`src/rtl/fft_input_loader.sv`:
```
`default_nettype none
// ============================================================================
// Module      : fft_input_loader
// Description : Streaming front end of the FFT core. Scatters accepted samples
//               across the four RAM banks and kicks the core per full frame.
// Revision    : 1.0 - initial release
// ============================================================================
module fft_input_loader #(
    parameter int ADDR_W = 9
) (
    input  logic              iCLK,
    input  logic              iRESET,
    input  logic              iVALID,
    input  logic [15:0]       iDATA,
    input  logic              iLAST,
    output logic              oREADY,
    input  logic              iFFT_RDY,
    output logic [15:0]       oDATA,
    output logic [ADDR_W-1:0] oADDR_WR_0,
    output logic [ADDR_W-1:0] oADDR_WR_1,
    output logic [ADDR_W-1:0] oADDR_WR_2,
    output logic [ADDR_W-1:0] oADDR_WR_3,
    output logic              oWE_0,
    output logic              oWE_1,
    output logic              oWE_2,
    output logic              oWE_3,
    output logic              oSTART,
    output logic              oBUSY,
    output logic              oERR
);

    localparam int                 c_CNT_W    = ADDR_W + 2;
    localparam logic [c_CNT_W-1:0] c_LAST_IDX = '1;
    localparam logic [1:0]         c_S_LOAD   = 2'd0;
    localparam logic [1:0]         c_S_KICK   = 2'd1;
    localparam logic [1:0]         c_S_WAIT   = 2'd2;

    logic [1:0]         r_state;
    logic [1:0]         w_state_nxt;
    logic [c_CNT_W-1:0] r_cnt;
    logic [c_CNT_W-1:0] w_cnt_nxt;
    logic               w_err_nxt;
    logic               r_run;
    logic               r_rdy_q1;
    logic               r_rdy_q2;
    logic               w_rdy_rise;
    logic               w_accept;
    logic [15:0]        r_data;
    logic [3:0]         r_we;
    logic [ADDR_W-1:0]  r_addr [4];
    logic               r_start;
    logic               r_err;

    // r_run keeps READY low until the first edge after reset is released
    assign oREADY     = r_run && (r_state == c_S_LOAD);
    assign oBUSY      = (r_state == c_S_WAIT);
    assign w_accept   = iVALID && oREADY;
    assign w_rdy_rise = r_rdy_q1 && !r_rdy_q2;

    always_ff @(posedge iCLK or posedge iRESET) begin
        if (iRESET) begin
            r_state  <= c_S_LOAD;
            r_cnt    <= '0;
            r_run    <= 1'b0;
            r_rdy_q1 <= 1'b0;
            r_rdy_q2 <= 1'b0;
        end else begin
            r_state  <= w_state_nxt;
            r_cnt    <= w_cnt_nxt;
            r_run    <= 1'b1;
            r_rdy_q1 <= iFFT_RDY;
            r_rdy_q2 <= r_rdy_q1;
        end
    end

    always_comb begin
        w_state_nxt = r_state;
        w_cnt_nxt   = r_cnt;
        w_err_nxt   = 1'b0;
        case (r_state)
            c_S_LOAD: begin
                if (w_accept) begin
                    if (r_cnt == c_LAST_IDX) begin
                        w_cnt_nxt   = '0;
                        w_state_nxt = c_S_KICK;
                        w_err_nxt   = !iLAST;
                    end else if (iLAST) begin
                        // short frame: abandon it, next frame overwrites banks
                        w_cnt_nxt = '0;
                        w_err_nxt = 1'b1;
                    end else begin
                        w_cnt_nxt = r_cnt + c_CNT_W'(1);
                    end
                end
            end
            c_S_KICK: w_state_nxt = c_S_WAIT;
            c_S_WAIT: begin
                // only a fresh rise counts; a level held from entry is ignored
                if (w_rdy_rise) begin
                    w_state_nxt = c_S_LOAD;
                end
            end
            default: w_state_nxt = c_S_LOAD;
        endcase
    end

    always_ff @(posedge iCLK or posedge iRESET) begin
        if (iRESET) begin
            r_data  <= '0;
            r_we    <= '0;
            r_start <= 1'b0;
            r_err   <= 1'b0;
            for (int k = 0; k < 4; k++) begin
                r_addr[k] <= '0;
            end
        end else begin
            r_start <= (r_state == c_S_KICK);
            r_err   <= w_err_nxt;
            if (w_accept) begin
                r_data <= iDATA;
            end
            for (int k = 0; k < 4; k++) begin
                r_we[k] <= w_accept && (r_cnt[1:0] == 2'(k));
                if (w_accept && (r_cnt[1:0] == 2'(k))) begin
                    r_addr[k] <= r_cnt[c_CNT_W-1:2];
                end
            end
        end
    end

    assign oDATA      = r_data;
    assign oWE_0      = r_we[0];
    assign oWE_1      = r_we[1];
    assign oWE_2      = r_we[2];
    assign oWE_3      = r_we[3];
    assign oADDR_WR_0 = r_addr[0];
    assign oADDR_WR_1 = r_addr[1];
    assign oADDR_WR_2 = r_addr[2];
    assign oADDR_WR_3 = r_addr[3];
    assign oSTART     = r_start;
    assign oERR       = r_err;

endmodule
`default_nettype wire

```
`config.mk`:
```
export PLATFORM = sky130hd
export DESIGN_NAME = fft_input_loader
export DESIGN_NICKNAME = d
export VERILOG_FILES = /design/src/rtl/fft_input_loader.sv
export SDC_FILE = /design/constraint.sdc
export NUM_CORES = 1
export LEC_CHECK = 0
export CAP_MARGIN = 25
export CORE_MARGIN = 1.5
export CORE_UTILIZATION = 48
export CTS_CLUSTER_SIZE = 30
export DETAILED_ROUTE_END_ITERATION = 8
export GPL_TIMING_DRIVEN = 0
export PLACE_DENSITY_LB_ADDON = 0.12
export SLEW_MARGIN = 20
export SYNTH_ARGS = -nofsm -noshare
export SYNTH_HDL_FRONTEND = slang
export SYNTH_SLANG_ARGS = --single-unit
```
`constraint.sdc`:
```
create_clock -name iCLK -period 2.7 [get_ports iCLK]
set_input_delay 0.54 -clock iCLK [delete_from_list [all_inputs] [get_ports iCLK]]
set_output_delay 0.54 -clock iCLK [all_outputs]
set_load 0.05 [all_outputs]
```
==> impl_results.rst, run 1 <==
.. list-table::
   :header-rows: 1

   * - Metric
     - Value
   * - Depth of the most critical reg-to-reg path
     - 5
   * - Mean number of vias per cell
     - 5.07
   * - Residual antenna-violating net count after detailed routing
     - 0
   * - H-Tree Level Count
     - 3
   * - Worst-Margin Slew
     - 0.526 ns
   * - First DRT Iteration DRCs
     - 110
   * - Clock tree sinks
     - 74
   * - Count of flip-flops with a built-in enable after synthesis
     - 0
   * - Minimum clock period after layout
     - 2.35 ns
   * - Type of the worst setup path
     - flop to primary output
   * - Hold EP
     - r_rdy_q2
   * - Vias in the first global route
     - 2193
   * - Final Total Pwr
     - 2.82 mW
   * - DIE AREA
     - 0.00673 mm2
   * - Run status
     - finished, final reports clean
   * - Count of yosys warnings during synthesis
     - 0
   * - Number of cells on the worst hold path
     - 0
   * - Number of failing setup endpoints in the final timing report
     - 0
   * - Top post-synthesis cells by count
     - 74 x sky130_fd_sc_hd__dfrtp_1, 63 x sky130_fd_sc_hd__nand2_1, 28 x sky130_fd_sc_hd__mux2_1
   * - Arithmetic-cell share of the synthesized area counting full adders, half adders and majority gates
     - 0.0167
   * - Worst slack at placement
     - 0.507 ns
   * - FMAX
     - 426 MHz
   * - Data required time at the worst endpoint
     - 2.16 ns
   * - Total number of placement rows
     - 28
   * - Cell area after technology mapping
     - 0.00300 mm2
   * - Wire length of the first global-routing pass
     - 10.3 mm
   * - Startpoint of the lowest-slack hold path
     - r_rdy_q1
   * - Leakage power figure
     - 1.98 nW
   * - Max-capacitance violation count
     - 0
   * - PortBufs
     - 79
   * - Number of iterations in the first detailed-routing pass
     - 4
   * - Clk Latency, worst-skew pair
     - 0.34 ns
   * - Multiplexer share of the synthesized area
     - 0.108
   * - Ratio of cells with drive above 1 in the final layout
     - 0.105
   * - Pwr per Cell Area
     - 687 mW/mm2
   * - CP Max Fanout
     - 5
   * - Worst setup skew after layout
     - 0.00877 ns
   * - Via count
     - 2210
   * - Area of the placeable core
     - 0.00599 mm2
   * - Global-route usage over all layers
     - 0.208
   * - Number of unique standard cell types used by synthesis
     - 38
   * - GP Congestion
     - 0.786
   * - Hold buffers post-CTS
     - 0
   * - Die Width
     - 82.1 um
   * - Path type of the worst min-delay path
     - flop to flop
   * - Synth async-reset ratio
     - 1.00
   * - Hold violation count in the final report
     - 0
   * - Sort of element at the end of the critical path
     - primary output
   * - Most instantiated flip-flop cell in the synthesis netlist
     - sky130_fd_sc_hd__dfrtp_1
   * - Most numerous cell in the Yosys netlist
     - sky130_fd_sc_hd__dfrtp_1
   * - Net count after synthesis
     - 291
   * - Pin count of the biggest net entering global routing
     - 59
   * - Endpoint of the lowest-slack register-to-register path
     - r_cnt[7]
   * - Nets@finish
     - 382
   * - Worst slew margin
     - 0.649
   * - Number of top-level design ports
     - 81
   * - Post-route clock period utilization
     - 0.869
   * - Count of placed standard cells including taps
     - 421
   * - Total negative setup slack
     - 0 ns
   * - HPWL after detailed placement
     - 4.22 mm
   * - Post-synthesis xor/xnor area fraction
     - 0.00292
   * - Y dimension of the die
     - 82.1 um
   * - Unrepaired setup endpoints after global routing
     - no
   * - Routed length per placed instance
     - 14.1 um
   * - TritonCTS clock tree
     - built
   * - Area added between synthesis and finish
     - 36.7%
   * - Number of standard cells after synthesis
     - 266
   * - Post-detailed-routing wire length
     - 6.14 mm
   * - Number of antenna violations at the first check in global routing
     - 0
   * - Starting density of the core
     - 0.501
   * - Number of buffers inserted by post-CTS setup repair
     - 0
   * - Max-slew violations
     - 0
   * - Synth Area in Simple Gates
     - 0.157
   * - Startpoint Class
     - flop
   * - CTS clock-pin slew for the worst setup and hold paths
     - 0.07 ns
   * - Combinational family with the most area after synthesis
     - simple AND/OR/NAND/NOR gates
   * - Buffer cell driving the clock tree root
     - sky130_fd_sc_hd__clkbuf_8
   * - IR drop worst, VDD
     - 0.000414 V
   * - Arr. time, crit path
     - 1.81 ns
   * - Fraction of post-synthesis cell area in the top cell type by area
     - 0.617
   * - Number of synthesized register bits
     - 74
   * - Resized cells post-CTS
     - 0
   * - Min setup slack post-route
     - 0.355 ns
   * - Utilization after layout
     - 0.684
   * - Synth area leaders
     - sky130_fd_sc_hd__dfrtp_1 62%, sky130_fd_sc_hd__mux2_1 11%, sky130_fd_sc_hd__nand2_1 7.9%, sky130_fd_sc_hd__o21ai_1 2.3%, sky130_fd_sc_hd__ha_1 1.7%
   * - Number of CTS-inserted buffers
     - 9
   * - Congestion Overflow GR
     - 0
   * - Residual DRC count
     - 0
   * - Mapped Avg Cell Area
     - 11.3 um2
   * - Launching point of the worst reg2reg path
     - r_cnt[0]
   * - Final Non-Filler Cells
     - 436
   * - Number of inserted diodes
     - 0
   * - Compound-Gate Fraction of Synth Area
     - 0.0538
   * - Sequential area share after synthesis
     - 0.617
   * - Worst setup slack for register-to-register paths
     - 0.88 ns
   * - Number of buffers on the longest clock path
     - 2
   * - Largest area contributor in the netlist
     - sky130_fd_sc_hd__dfrtp_1
-- layout make-up --
| class | count | area [um2] |
|---|---|---|
| well taps | 75 | 93.8 |
| repair buffers | 80 | 818 |
| multi-input cells | 165 | 1020 |
| plain buffers | 17 | 90.1 |
| clock buffers | 12 | 145 |
| flip-flops and latches | 74 | 1850 |
| clock inverters | 3 | 40.0 |
| inverters | 10 | 40.0 |
| fillers | 451 | 1890 |
-- per-stage QoR --
step / hold slack, ns / instance area [um2]
floorplan: 0.355 / 3000
global placement: 0.364 / 3880
detailed placement: 0.371 / 3920
CTS: 0.387 / 4100
global route: 0.410 / 4100
finish: 0.385 / 4100
-- logic make-up (layout without fill, tap and decap cells) --
logic type                 count (synthesis)  count (layout)
DFF                                       74              74
AOI/OAI and AO/OA                         28              28
other                                      1               1
buffers and inverters                     27             122
adders and majority gates                  4               4
xor gates and xnor gates                   1               1
and+or+nand+nor                          102             102
muxes                                     29              29
-- layout by cell type, fill, tap and decap left out, types with 5 or more instances in the layout --
master	n
sky130_fd_sc_hd__clkdlybuf4s50_1	79
sky130_fd_sc_hd__dfrtp_1	74
sky130_fd_sc_hd__mux2_1	28
sky130_fd_sc_hd__buf_4	5
sky130_fd_sc_hd__inv_1	5
sky130_fd_sc_hd__nand2_1	63
sky130_fd_sc_hd__clkbuf_1	6
sky130_fd_sc_hd__nand3_1	10
sky130_fd_sc_hd__buf_2	5
sky130_fd_sc_hd__nand2_2	5
sky130_fd_sc_hd__clkbuf_8	10
sky130_fd_sc_hd__o21ai_1	14
-- routing by layer --
layer / GRT usage / vias to the layer above / part of all wire
met4: 0.108 / 0 / 0.020
met2: 0.327 / 68 / 0.47
met1: 0.260 / 1068 / 0.44
met3: 0.0578 / 11 / 0.064
li1: - / 1063 / -
met5: 0 / - / 0
-- sequential cells by signal, indices dropped and copies added (netlist names) --
name / flops
r_cnt: 11
oADDR_WR_2: 9
oADDR_WR_0: 9
r_rdy_q1: 1
oDATA: 16
r_we: 4
oADDR_WR_3: 9
r_state: 2
r_rdy_q2: 1
oSTART: 1
oADDR_WR_1: 9
oERR: 1
r_run: 1
-- worst max-delay path: stages (launching register included) --
cell                              delay [ns]
sky130_fd_sc_hd__dfrtp_1                0.41
sky130_fd_sc_hd__nor3b_1                0.22
sky130_fd_sc_hd__clkdlybuf4s50_1        0.83
-- where the power goes --
group	total [mW]	internal [mW]	switching, mW	leakage [nW]
Clock	0.823	0.445	0.378	0.0962
Sequential	1.27	1.21	0.0570	0.984
Combinational	0.730	0.247	0.483	0.895
-- worst max-delay path by stage --
| stage | slack, ns | cells past startpoint | from | to |
|---|---|---|---|---|
| 2_1_floorplan | 0.28 | 1 | iRESET | oADDR_WR_0[0] |
| 4_1_cts | 0.32 | 2 | r_state[0] | oREADY |
| 3_5_place_dp | 0.51 | 6 | iVALID | r_cnt[7] |
| 3_3_place_gp | -0.90 | 2 | iRESET | oDATA[5] |
| 6_report | 0.35 | 2 | r_state[0] | oREADY |
| 5_1_grt | 0.27 | 2 | r_state[0] | oREADY |
Note: power is estimated with default switching activity, not from simulation.
==> run 2: changes to the inputs <==
--- a/config.mk
+++ b/config.mk
@@ -6,6 +6,7 @@
 export NUM_CORES = 1
 export LEC_CHECK = 0
 export CAP_MARGIN = 25
+export CORE_ASPECT_RATIO = 1.4
 export CORE_MARGIN = 1.5
 export CORE_UTILIZATION = 48
 export CTS_CLUSTER_SIZE = 30
==> impl_results.rst, run 2 (synthesis gave the netlist of run 1 again) <==
.. list-table::
   :header-rows: 1

   * - Metric
     - Value
   * - Run status
     - finished, final reports clean
   * - Logic depth of the worst setup path including buffers
     - 2
   * - Starting density of the core
     - 0.505
   * - Residual antenna-violating net count after detailed routing
     - 0
   * - Pwr per Cell Area
     - 689 mW/mm2
   * - Filler cell count in the final layout
     - 457
   * - FMAX
     - 427 MHz
   * - Final Non-Filler Cells
     - 431
   * - Total non-filler cell area in the finished layout
     - 0.00409 mm2
   * - Y dimension of the die
     - 96.5 um
   * - Utilization after layout
     - 0.689
   * - Hold buffers post-CTS
     - 0
   * - Data required time at the worst endpoint
     - 2.16 ns
   * - Launching point of the worst reg2reg path
     - r_cnt[0]
   * - Pin count of the biggest net entering global routing
     - 42
   * - PortBufs
     - 79
   * - TritonCTS clock tree
     - built
   * - Number of buffers inserted by post-CTS setup repair
     - 0
   * - First DRT Iteration DRCs
     - 120
   * - Cell breakdown of the critical path
     - nor3b_1 > clkdlybuf4s50_1
   * - Routed length per placed instance
     - 14.0 um
   * - Internal cell power
     - 1.90 mW
   * - Number of iterations in the first detailed-routing pass
     - 5
   * - Smallest hold slack
     - 0.381 ns
   * - Unrepaired setup endpoints after global routing
     - no
   * - CP Max Fanout
     - 5
   * - Residual DRC count
     - 0
   * - Number of inserted diodes
     - 0
   * - Number of failing setup endpoints in the final timing report
     - 0
   * - Mean number of vias per cell
     - 5.11
   * - Hold violation count in the final report
     - 0
   * - Number of buffers on the longest clock path
     - 2
   * - Startpoint Class
     - flop
   * - Post-detailed-routing wire length
     - 6.05 mm
   * - H-Tree Level Count
     - 3
   * - Max-slew violations
     - 0
   * - GP Congestion
     - 0.830
   * - Crit path max-delay family
     - buffers and inverters
   * - Number of cells on the worst hold path
     - 0
   * - Number of CTS-inserted buffers
     - 9
   * - Area of the placeable core
     - 0.00595 mm2
   * - Number of buffers and inverters on the critical path
     - 1
   * - Congestion Overflow GR
     - 0
   * - Minimum clock period after layout
     - 2.34 ns
   * - DIE AREA
     - 0.00674 mm2
   * - Via count
     - 2204
   * - Switching power as a share of total power
     - 0.327
   * - Die Width
     - 69.8 um
   * - Buffer cell driving the clock tree root
     - sky130_fd_sc_hd__clkbuf_8
   * - Commonest non-fill, non-tap cell in the layout
     - sky130_fd_sc_hd__clkdlybuf4s50_1
   * - HPWL after detailed placement
     - 4.34 mm
   * - Ratio of cells with drive above 1 in the final layout
     - 0.111
   * - Area added between synthesis and finish
     - 36.4%
   * - Commonest cells after routing, fill and taps aside
     - 79 x sky130_fd_sc_hd__clkdlybuf4s50_1, 74 x sky130_fd_sc_hd__dfrtp_1, 63 x sky130_fd_sc_hd__nand2_1
   * - Path type of the worst min-delay path
     - flop to flop
   * - Max-capacitance violation count
     - 0
   * - Count of placed standard cells including taps
     - 416
   * - Global-route usage over all layers
     - 0.198
   * - Number of flip-flops in the largest register
     - 16
   * - CTS clock-pin slew for the worst setup and hold paths
     - 0.07 ns
   * - Total negative setup slack
     - 0 ns
   * - Nets@finish
     - 382
   * - Clk Latency, worst-skew pair
     - 0.33 ns
   * - Leakage power figure
     - 1.97 nW
   * - Type of the worst setup path
     - flop to primary output
   * - Worst setup slack for register-to-register paths
     - 0.87 ns
   * - Post-route clock period utilization
     - 0.868
   * - Clock tree sinks
     - 74
   * - Worst slew margin
     - 0.658
   * - Endpoint of the lowest-slack register-to-register path
     - r_cnt[3]
   * - Psw
     - 0.924 mW
   * - Resized cells post-CTS
     - 0
   * - Arr. time, crit path
     - 1.80 ns
   * - Source of the critical timing path
     - r_state[0]
   * - Sort of element at the end of the critical path
     - primary output
   * - Min setup slack post-route
     - 0.357 ns
   * - Total number of placement rows
     - 33
   * - DP Area
     - 0.00390 mm2
   * - Wire length of the first global-routing pass
     - 10.4 mm
   * - Slowest-stage cell, CP
     - sky130_fd_sc_hd__clkdlybuf4s50_1
   * - Number of antenna violations at the first check in global routing
     - 0
   * - Clock network fraction of design power
     - 0.293
   * - Worst slack at placement
     - 0.500 ns
   * - Final Total Pwr
     - 2.82 mW
   * - Worst setup skew after layout
     - 0.00693 ns
   * - Combinational share of power
     - 0.258
   * - IR drop worst, VDD
     - 0.000426 V
   * - Number of top-level design ports
     - 81
   * - Vias in the first global route
     - 2274
   * - Sequential fraction of design power
     - 0.448
   * - Crit path to
     - oREADY
   * - Worst path max stage delay
     - 0.83 ns
   * - Depth of the most critical reg-to-reg path
     - 5
   * - Worst-Margin Slew
     - 0.512 ns
[run 2: changes by cell type in the layout (fill, tap and decap cells not counted), sizes merged]
cell / before / now
clkinvlp: 0 / 2
clkbuf: 17 / 15
[run 2: power groups by stage]
| stage | registers (mW) | clock network (mW) | logic [mW] |
|---|---|---|---|
| final | 1.27 | 0.828 | 0.729 |
| after global routing | 1.28 | 0.904 | 0.776 |
| after CTS | 1.27 | 0.850 | 0.738 |
| after detailed placement | 1.29 | 0 | 0.737 |
| after global placement | 1.28 | 0 | 0.722 |
| after floorplan | 1.60 | 0 | 0.157 |
[run 2: final cells by class]
class	instances	area, um2	share of cell area
timing repair buffer	80	811	0.198
multi-input combinational	165	1020	0.249
clock buffer	10	138	0.0336
tap	70	87.6	0.0214
inverter	10	40.0	0.00978
clock inverter	5	55.1	0.0134
buffer	17	90.1	0.0220
sequential	74	1850	0.452
[run 2: how the worst min path moves through the flow]
stage	from	end
floorplan	r_rdy_q1	r_rdy_q2
global placement	r_rdy_q1	r_rdy_q2
detailed placement	r_rdy_q1	r_rdy_q2
CTS	r_rdy_q1	r_rdy_q2
global route	r_rdy_q1	r_rdy_q2
finish	r_rdy_q1	r_rdy_q2
[run 2: routing by layer]
metal	track usage	share of wire	routed length, um
met1	0.241	0.42	2570
met2	0.346	0.51	3080
met3	0.0508	0.050	301
met4	0.0641	0.016	95
met5	0	0	0
==> run 3: changes to the inputs <==
--- a/config.mk
+++ b/config.mk
@@ -7,7 +7,6 @@
 export LEC_CHECK = 0
 export CAP_MARGIN = 25
 export CORE_ASPECT_RATIO = 1.4
-export CORE_MARGIN = 1.5
 export CORE_UTILIZATION = 48
 export CTS_CLUSTER_SIZE = 30
 export DETAILED_ROUTE_END_ITERATION = 8
==> impl_results.rst, run 3 (synthesis gave the netlist of run 1 again) <==
.. list-table::
   :header-rows: 1

   * - Metric
     - Value
   * - Run status
     - finished, final reports clean
   * - Buffer cell driving the clock tree root
     - sky130_fd_sc_hd__clkbuf_8
   * - Max-slew violations
     - 0
   * - Leakage power figure
     - 1.98 nW
   * - Resized cells post-CTS
     - 0
   * - Clk Latency, worst-skew pair
     - 0.34 ns
   * - Y dimension of the die
     - 95.5 um
   * - Congestion Overflow GR
     - 0
   * - Residual antenna-violating net count after detailed routing
     - 0
   * - Hold violation count in the final report
     - 0
   * - Mean number of vias per cell
     - 5.07
   * - Number of top-level design ports
     - 81
   * - Number of failing setup endpoints in the final timing report
     - 0
   * - Area of the placeable core
     - 0.00595 mm2
   * - H-Tree Level Count
     - 3
   * - Clock tree sinks
     - 74
   * - CTS clock-pin slew for the worst setup and hold paths
     - 0.07 ns
   * - Internal cell power
     - 1.93 mW
   * - PortBufs
     - 79
   * - Combinational share of power
     - 0.256
   * - Routed wire length on met3
     - 298 um
   * - Worst setup skew after layout
     - 0.00853 ns
   * - GP Congestion
     - 0.822
   * - CP Max Fanout
     - 5
   * - Residual DRC count
     - 0
   * - IR drop worst, VDD
     - 0.000460 V
   * - Unrepaired setup endpoints after global routing
     - no
   * - Commonest non-fill, non-tap cell in the layout
     - sky130_fd_sc_hd__clkdlybuf4s50_1
   * - Number of buffers inserted by post-CTS setup repair
     - 0
   * - Ratio of cells with drive above 1 in the final layout
     - 0.105
   * - Worst path max stage delay
     - 0.84 ns
   * - Pin count of the biggest net entering global routing
     - 43
   * - Number of CTS-inserted buffers
     - 9
   * - Cell breakdown of the critical path
     - nor3b_1 > clkdlybuf4s50_1
   * - Startpoint Class
     - flop
   * - Minimum clock period after layout
     - 2.36 ns
   * - Total number of placement rows
     - 33
   * - Number of buffers on the longest clock path
     - 2
   * - Global-route usage over all layers
     - 0.215
   * - Number of buffers and inverters on the critical path
     - 1
   * - Crit path max-delay family
     - buffers and inverters
   * - Post-route clock period utilization
     - 0.874
   * - Sequential fraction of design power
     - 0.445
   * - Data required time at the worst endpoint
     - 2.16 ns
   * - DIE AREA
     - 0.00658 mm2
   * - Vias in the first global route
     - 2133
   * - Total routed wire length on the met1 layer
     - 2.52 mm
   * - FMAX
     - 424 MHz
   * - Clock network fraction of design power
     - 0.299
   * - Hold buffers post-CTS
     - 0
   * - Routed length per placed instance
     - 14.0 um
   * - Worst slew margin
     - 0.657
   * - First DRT Iteration DRCs
     - 160
   * - HPWL after detailed placement
     - 4.27 mm
   * - Filler cell count in the final layout
     - 490
   * - Die Width
     - 68.8 um
   * - Number of antenna violations at the first check in global routing
     - 0
   * - Arr. time, crit path
     - 1.82 ns
   * - Sort of element at the end of the critical path
     - primary output
   * - Via count
     - 2192
   * - Psw
     - 0.909 mW
   * - Final Total Pwr
     - 2.84 mW
   * - Met2 wire length
     - 3.03 mm
   * - Post-detailed-routing wire length
     - 6.03 mm
   * - Type of the worst setup path
     - flop to primary output
   * - Slowest-stage cell, CP
     - sky130_fd_sc_hd__clkdlybuf4s50_1
   * - Number of inserted diodes
     - 0
   * - Switching power as a share of total power
     - 0.320
   * - Path type of the worst min-delay path
     - flop to flop
   * - Pwr per Cell Area
     - 693 mW/mm2
   * - Number of flip-flops in the largest register
     - 16
   * - Max-capacitance violation count
     - 0
   * - Starting density of the core
     - 0.505
   * - Wire length of the first global-routing pass
     - 10.0 mm
   * - Nets@finish
     - 382
   * - Area added between synthesis and finish
     - 36.6%
   * - Worst-Margin Slew
     - 0.513 ns
   * - DR top layer
     - met4
   * - Commonest cells after routing, fill and taps aside
     - 79 x sky130_fd_sc_hd__clkdlybuf4s50_1, 74 x sky130_fd_sc_hd__dfrtp_1, 63 x sky130_fd_sc_hd__nand2_1
   * - Utilization after layout
     - 0.689
   * - TritonCTS clock tree
     - built
   * - Number of iterations in the first detailed-routing pass
     - 4
run 3: changes by cell type in the layout (fill, tap and decap cells not counted), sizes merged:
cell,before,now
clkinv,2,1
clkbuf,15,19
clkinvlp,2,0
run 3: power by group through the flow:
stage               sequential, mW  combinational, mW  clock (mW)
finish                        1.26              0.727       0.849
global route                  1.28              0.777       0.926
global placement              1.28              0.721           0
CTS                           1.26              0.735       0.876
floorplan                     1.60              0.157           0
detailed placement            1.29              0.734           0
run 3: layout make-up:
class / count / area [um2] / share of cell area
flip-flops and latches: 74 / 1850 / 0.452
multi-input cells: 165 / 1020 / 0.249
clock buffers: 14 / 163 / 0.0397
repair buffers: 80 / 811 / 0.198
clock inverters: 2 / 35.0 / 0.00855
plain buffers: 17 / 90.1 / 0.0220
well taps: 70 / 87.6 / 0.0214
inverters: 10 / 40.0 / 0.00977
run 3: per-layer routing:
layer / global-route usage / vias to the layer above
met1: 0.256 / 1051
met3: 0.0634 / 12
met4: 0.116 / 0
met2: 0.343 / 65
met5: 0 / -
li1: - / 1064
run 3: per-stage QoR:
step	setup WS [ns]	area [um2]	TNS, ns	std cells	hold slack (ns)
after global placement	-0.887	3880	-65.31	415	0.366
after global routing	0.286	4100	0	432	0.395
final	0.341	4100	0	432	0.388
after floorplan	0.278	3000	0	266	0.355
after CTS	0.316	4100	0	432	0.390
after detailed placement	0.535	3900	0	416	0.373
run 3: path summary, 6_finish.rpt:
kind	slack, ns	depth (start not counted)	end	from
min in group asynchronous	0.56	2	oADDR_WR_2[0]	iRESET
max	0.34	2	oREADY	r_state[0]
max reg2reg	0.89	5	r_cnt[7]	r_cnt[0]
max in group asynchronous	1.59	3	oDATA[13]	iRESET
min reg2reg	0.39	0	r_rdy_q2	r_rdy_q1
min	0.39	0	r_rdy_q2	r_rdy_q1
run 3: worst reg2reg max path, delay by kind of cell (launching register included):
kind	cells	cell delay (ns)
AOI/OAI and AO/OA	2	0.56
DFF	1	0.46
and+or+nand+nor	2	0.36
adders and majority gates	1	0.31
==> patch 1 (config.mk and constraints of run 2) <==
Change the parameter `ADDR_W` from 9 to 10.
--- a/src/rtl/fft_input_loader.sv
+++ b/src/rtl/fft_input_loader.sv
@@ -6,7 +6,7 @@
 // Revision    : 1.0 - initial release
 // ============================================================================
 module fft_input_loader #(
-    parameter int ADDR_W = 9
+    parameter int ADDR_W = 10
 ) (
     input  logic              iCLK,
     input  logic              iRESET,
Ports: changed (resized oADDR_WR_0, oADDR_WR_1, oADDR_WR_2 and oADDR_WR_3); port bits go from 81 to 85. The function was not compared with the original's and may differ.
==> patch 1 against run 2 <==
  * Cell count increased by 1.6%
  * Power increased by 1.8%
  * Utilization increased by 0.35 points
  * Highest routed layer unchanged
  * Cell area increased by 5.7%
  * Setup slack got worse by 0.054 ns
  * Count of clock-buffer cells in the layout unchanged
  * Synthesized area increased by 4.8%
  * Fmax decreased by 2.3%
  * Global-route usage decreased by 1.0 points
  * Sequential cell count increased by 5
  * Critical path depth unchanged
  * Wire length increased by 1.1%
  * Synthesized cell count decreased by 0.38%
==> patch 1: results (changes against run 2) <==
Global route
  – Largest net degree at the start of global routing: 46 (was 42)
  – Vias in the first global route: 2131 (was 2274)
  – Global-route wire length before repair: 10200 µm (was 10400 µm)
  – GRT Total Usage: 18.7% (was 19.8%)

Pwr
  – Worst-case vdd ir drop: 0.000465 V (was 0.000426 V)
  – Static Leak: 2.06 nW (was 1.97 nW)

Placement
  – Placed cell count: 422 (was 416)
  – Placed Instance Area: 0.00410 mm² (was 0.00390 mm²)

Timing
  – Clk_skew: 0.00986 ns (was 0.00693 ns)
  – Worst-margin pin slew: 0.522 ns (was 0.512 ns)
  – Worst hold slack: 0.384 ns (was 0.381 ns)

Yosys
  – Syn avg cell area: 11.9 µm² (was 11.3 µm²)
  – Post-synth cell types: 32 (was 38)
  – Post-synthesis compound-gate area fraction: 3.26% (was 5.38%)
  – Synth Area in Adders: 1.59% (was 1.67%)
  – Mux cell area share after synthesis: 11.1% (was 10.8%)
  – Syn Nets: 290 (was 291)

Detailed routing
  – Vias: 2222 (was 2204)
  – Number of DRC markers in iteration 0: 88 (was 120)
  – Final wirelength: 6120 µm (was 6050 µm)

Floorplan
  – Die area: 0.00705 mm² (was 0.00674 mm²)

Layout
  – FILL cells: 500 (was 457)
  – Post-layout nets: 386 (was 382)
  – Ratio of cells with drive above 1 in the final layout: 18.3% (was 11.1%)
  – Finished Layout Cells: 438 (was 431)

Setup path
  – R2R Path Start: r_cnt[1] (was r_cnt[0])
  – Internal reg-to-reg setup slack: 1.04 ns (was 0.87 ns)

CTS
  – Skew-Pair Late Insertion Delay: 0.35 ns (was 0.33 ns)

Run status
  – Status: finished, final reports clean (unchanged)
-- patch 1: cell types whose count changed in the layout (fill, tap and decap cells not counted), moves of 7 or more --
cell	before	now
o21ai_0	3	12
nor2_1	4	11
xnor2_1	1	8
o21ai_1	14	0
mux2_1	28	0
mux2_2	0	31
-- patch 1: area by class of cell --
| class | instances | area, µm² | area share (%) |
|---|---|---|---|
| Buffer | 14 | 78.8 | 1.82 |
| Clock buffer | 10 | 138 | 3.18 |
| Clock inverter | 6 | 92.6 | 2.14 |
| Inverter | 10 | 40.0 | 0.925 |
| Multi-Input combinational cell | 162 | 1050 | 24.3 |
| Sequential cell | 79 | 1980 | 45.7 |
| Tap cell | 72 | 90.1 | 2.08 |
| Timing Repair Buffer | 85 | 861 | 19.9 |
-- patch 1: cells by family (layout without fill, tap and decap cells) --
kind of cell | after synthesis | in the layout
AND/OR/NAND/NOR | 99 | 99
flip-flops | 79 | 79
multiplexers | 31 | 31
buffers and inverters | 24 | 125
AO/OA/AOI/OAI | 18 | 18
XOR/XNOR | 9 | 9
adder cells (fa/ha/maj) | 4 | 4
other | 1 | 1
-- patch 1: power breakdown --
part / total, mW / internal [mW] / switching (mW)
registers: 1.30 / 1.26 / 0.0404
logic: 0.585 / 0.201 / 0.385
clock network: 0.986 / 0.550 / 0.435
total: 2.87 / 2.01 / 0.860
-- patch 1: critical path, stage by stage, from the launching register on --
cell	delay, ns
dfrtp_1	0.42
nor3b_1	0.25
clkdlybuf4s50_1	0.84
-- patch 1: routing by layer --
metal  wire, µm  GRT usage (%)
met5          0              0
met4        114           7.84
met3        280           4.09
met2       3170           31.1
met1       2550           23.5
-- patch 1: final timing paths --
path / end
setup reg to reg: r_cnt[9]
max in group asynchronous: r_cnt[2]
min in group asynchronous: oADDR_WR_1[4]
setup / recovery: oREADY
hold / removal: r_rdy_q2
hold reg to reg: r_rdy_q2
-- patch 1: per-stage QoR --
stage | util [%] | total power [mW] | setup slack (ns)
floorplan | - | 1.70 | 0.137
global placement | 65.2 | 1.90 | -1.08
detailed placement | 65.5 | 1.91 | 0.515
CTS | 69.2 | 2.90 | 0.296
global route | 69.2 | 2.99 | 0.264
finish | 69.2 | 2.87 | 0.303
==> patch 2 (config.mk and constraints of run 2) <==
Without the edit above. Register the output `oERR` once more; this adds one clock of latency there. The other outputs are not delayed to match.
--- a/src/rtl/fft_input_loader.sv
+++ b/src/rtl/fft_input_loader.sv
@@ -138,7 +138,9 @@
     assign oADDR_WR_2 = r_addr[2];
     assign oADDR_WR_3 = r_addr[3];
     assign oSTART     = r_start;
-    assign oERR       = r_err;
+    always_ff @(posedge iCLK) begin
+        oERR <= r_err;
+    end
 
 endmodule
 `default_nettype wire
Check against the original RTL: not equivalent (Yosys sat finds a counterexample within 4 cycles, from zero or initial values and one cycle with iRESET high).
==> patch 2 against run 2 <==
  * Setup slack got worse by 0.021 ns
  * Sequential share of layout area fell by 0.14 points
  * Sequential cell count rose by 1
  * Power rose by 5.4%
  * Wire length fell by 1.0%
  * Highest routed layer unchanged
  * Synthesized area rose by 0.67%
  * Cell area rose by 1.4%
  * Utilization fell by 1.6 points
  * Clock power rose by 17%
==> patch 2: results (changes against run 2) <==
Yosys
  – Syn Nets: 292 (was 291)
  – Cells after Synth: 267 (was 266)
  – Post-synth cell types: 39 (was 38)
  – Sequential element share of the synthesized area: 62.0% (was 61.7%)
  – Area contributors post-synth: dfrtp_1 61%, mux2_1 10%, nand2_1 7.8% (was dfrtp_1 62%, mux2_1 11%, nand2_1 7.9%)

Pwr
  – Int Pwr: 2.04 mW (was 1.90 mW)
  – Worst-case vdd ir drop: 0.000448 V (was 0.000426 V)
  – Static Leak: 2.00 nW (was 1.97 nW)
  – Sequential power share: 43.1% (was 44.8%)
  – Pwr Total: 2.97 mW (was 2.82 mW)
  – Share of total power in combinational logic: 24.3% (was 25.8%)

Layout
  – Finished Layout Cells: 435 (was 431)
  – Post-layout nets: 383 (was 382)
  – Ratio of cells with drive above 1 in the final layout: 11.0% (was 11.1%)

CTS
  – Reg clk slew, reported paths: 0.07 ns (about the same)
  – Skew-Pair Late Insertion Delay: 0.35 ns (was 0.33 ns)

Global route
  – Vias in the first global route: 2310 (was 2274)
  – GRT met2 Usage: 33.1% (was 34.6%)
  – Global-route wire length before repair: 10800 µm (was 10400 µm)
  – Met3 usage: 5.52% (was 5.08%)
  – Largest net degree at the start of global routing: 40 (was 42)
  – GRT Total Usage: 20.1% (was 19.8%)

Setup path
  – Arrival @ worst endpoint: 1.82 ns (was 1.80 ns)

Timing
  – Slew HR: 64.8% (was 65.8%)
  – Clk_skew: 0.00814 ns (was 0.00693 ns)

Placement
  – Placed cell count: 419 (was 416)
  – Placed Instance Area: 0.00392 mm² (was 0.00390 mm²)

Detailed routing
  – Final wirelength: 5990 µm (was 6050 µm)
  – Number of DRC markers in iteration 0: 164 (was 120)
  – Initial DRT Pass Iterations: 4 (was 5)
  – Vias: 2214 (was 2204)

Run status
  – Status: finished, final reports clean (unchanged)
patch 2: cell count changes after synthesis:
cell / delta
dfxtp_1: +1
patch 2: final timing paths:
kind,from,to,slack (ns)
max,r_state[0],oREADY,0.34
min,r_err,oERR,0.36
max reg2reg,r_cnt[0],r_cnt[3],0.86
min reg2reg,r_err,oERR,0.36
max in group asynchronous,iRESET,oADDR_WR_1[6],1.57
min in group asynchronous,iRESET,r_we[2],0.56
patch 2: metrics by stage:
stage	utilization, %	setup slack (ns)	hold WS [ns]
after floorplan	-	0.278	0.324
after global placement	63.2	-0.902	0.331
after detailed placement	63.6	0.533	0.331
after CTS	67.3	0.304	0.359
after global routing	67.3	0.288	0.372
final	67.3	0.336	0.355
patch 2: cell families (layout without fill, tap and decap cells):
group,count (synthesis),after routing,synth area share [%]
adder cells (fa/ha/maj),4,4,1.66
multiplexers,29,29,10.8
AO/OA/AOI/OAI,28,28,5.34
XOR/XNOR,1,1,0.290
buffers and inverters,27,123,4.22
other,1,1,0.124
flip-flops,75,75,62.0
AND/OR/NAND/NOR,102,102,15.6
patch 2: layout make-up:
type / count / area (µm²)
Buffer: 17 / 90.1
Clock buffer: 12 / 155
Clock inverter: 4 / 72.6
Fill cell: 520 / 2020
Inverter: 10 / 40.0
Multi-Input combinational cell: 165 / 1020
Sequential cell: 75 / 1870
Tap cell: 72 / 90.1
Timing Repair Buffer: 80 / 811
patch 2: routing by layer:
| layer | routed length, µm | vias up |
|---|---|---|
| li1 | - | 1069 |
| met1 | 2480 | 1064 |
| met2 | 3050 | 72 |
| met3 | 375 | 9 |
| met4 | 93 | 0 |
| met5 | 0 | - |
patch 2: worst register-to-register path, stage by stage (launching register included):
cell      delay (ns)
dfrtp_1         0.47
ha_1            0.31
nand3_1         0.17
o31a_2          0.44
nand2_2         0.19
o311ai_1        0.12
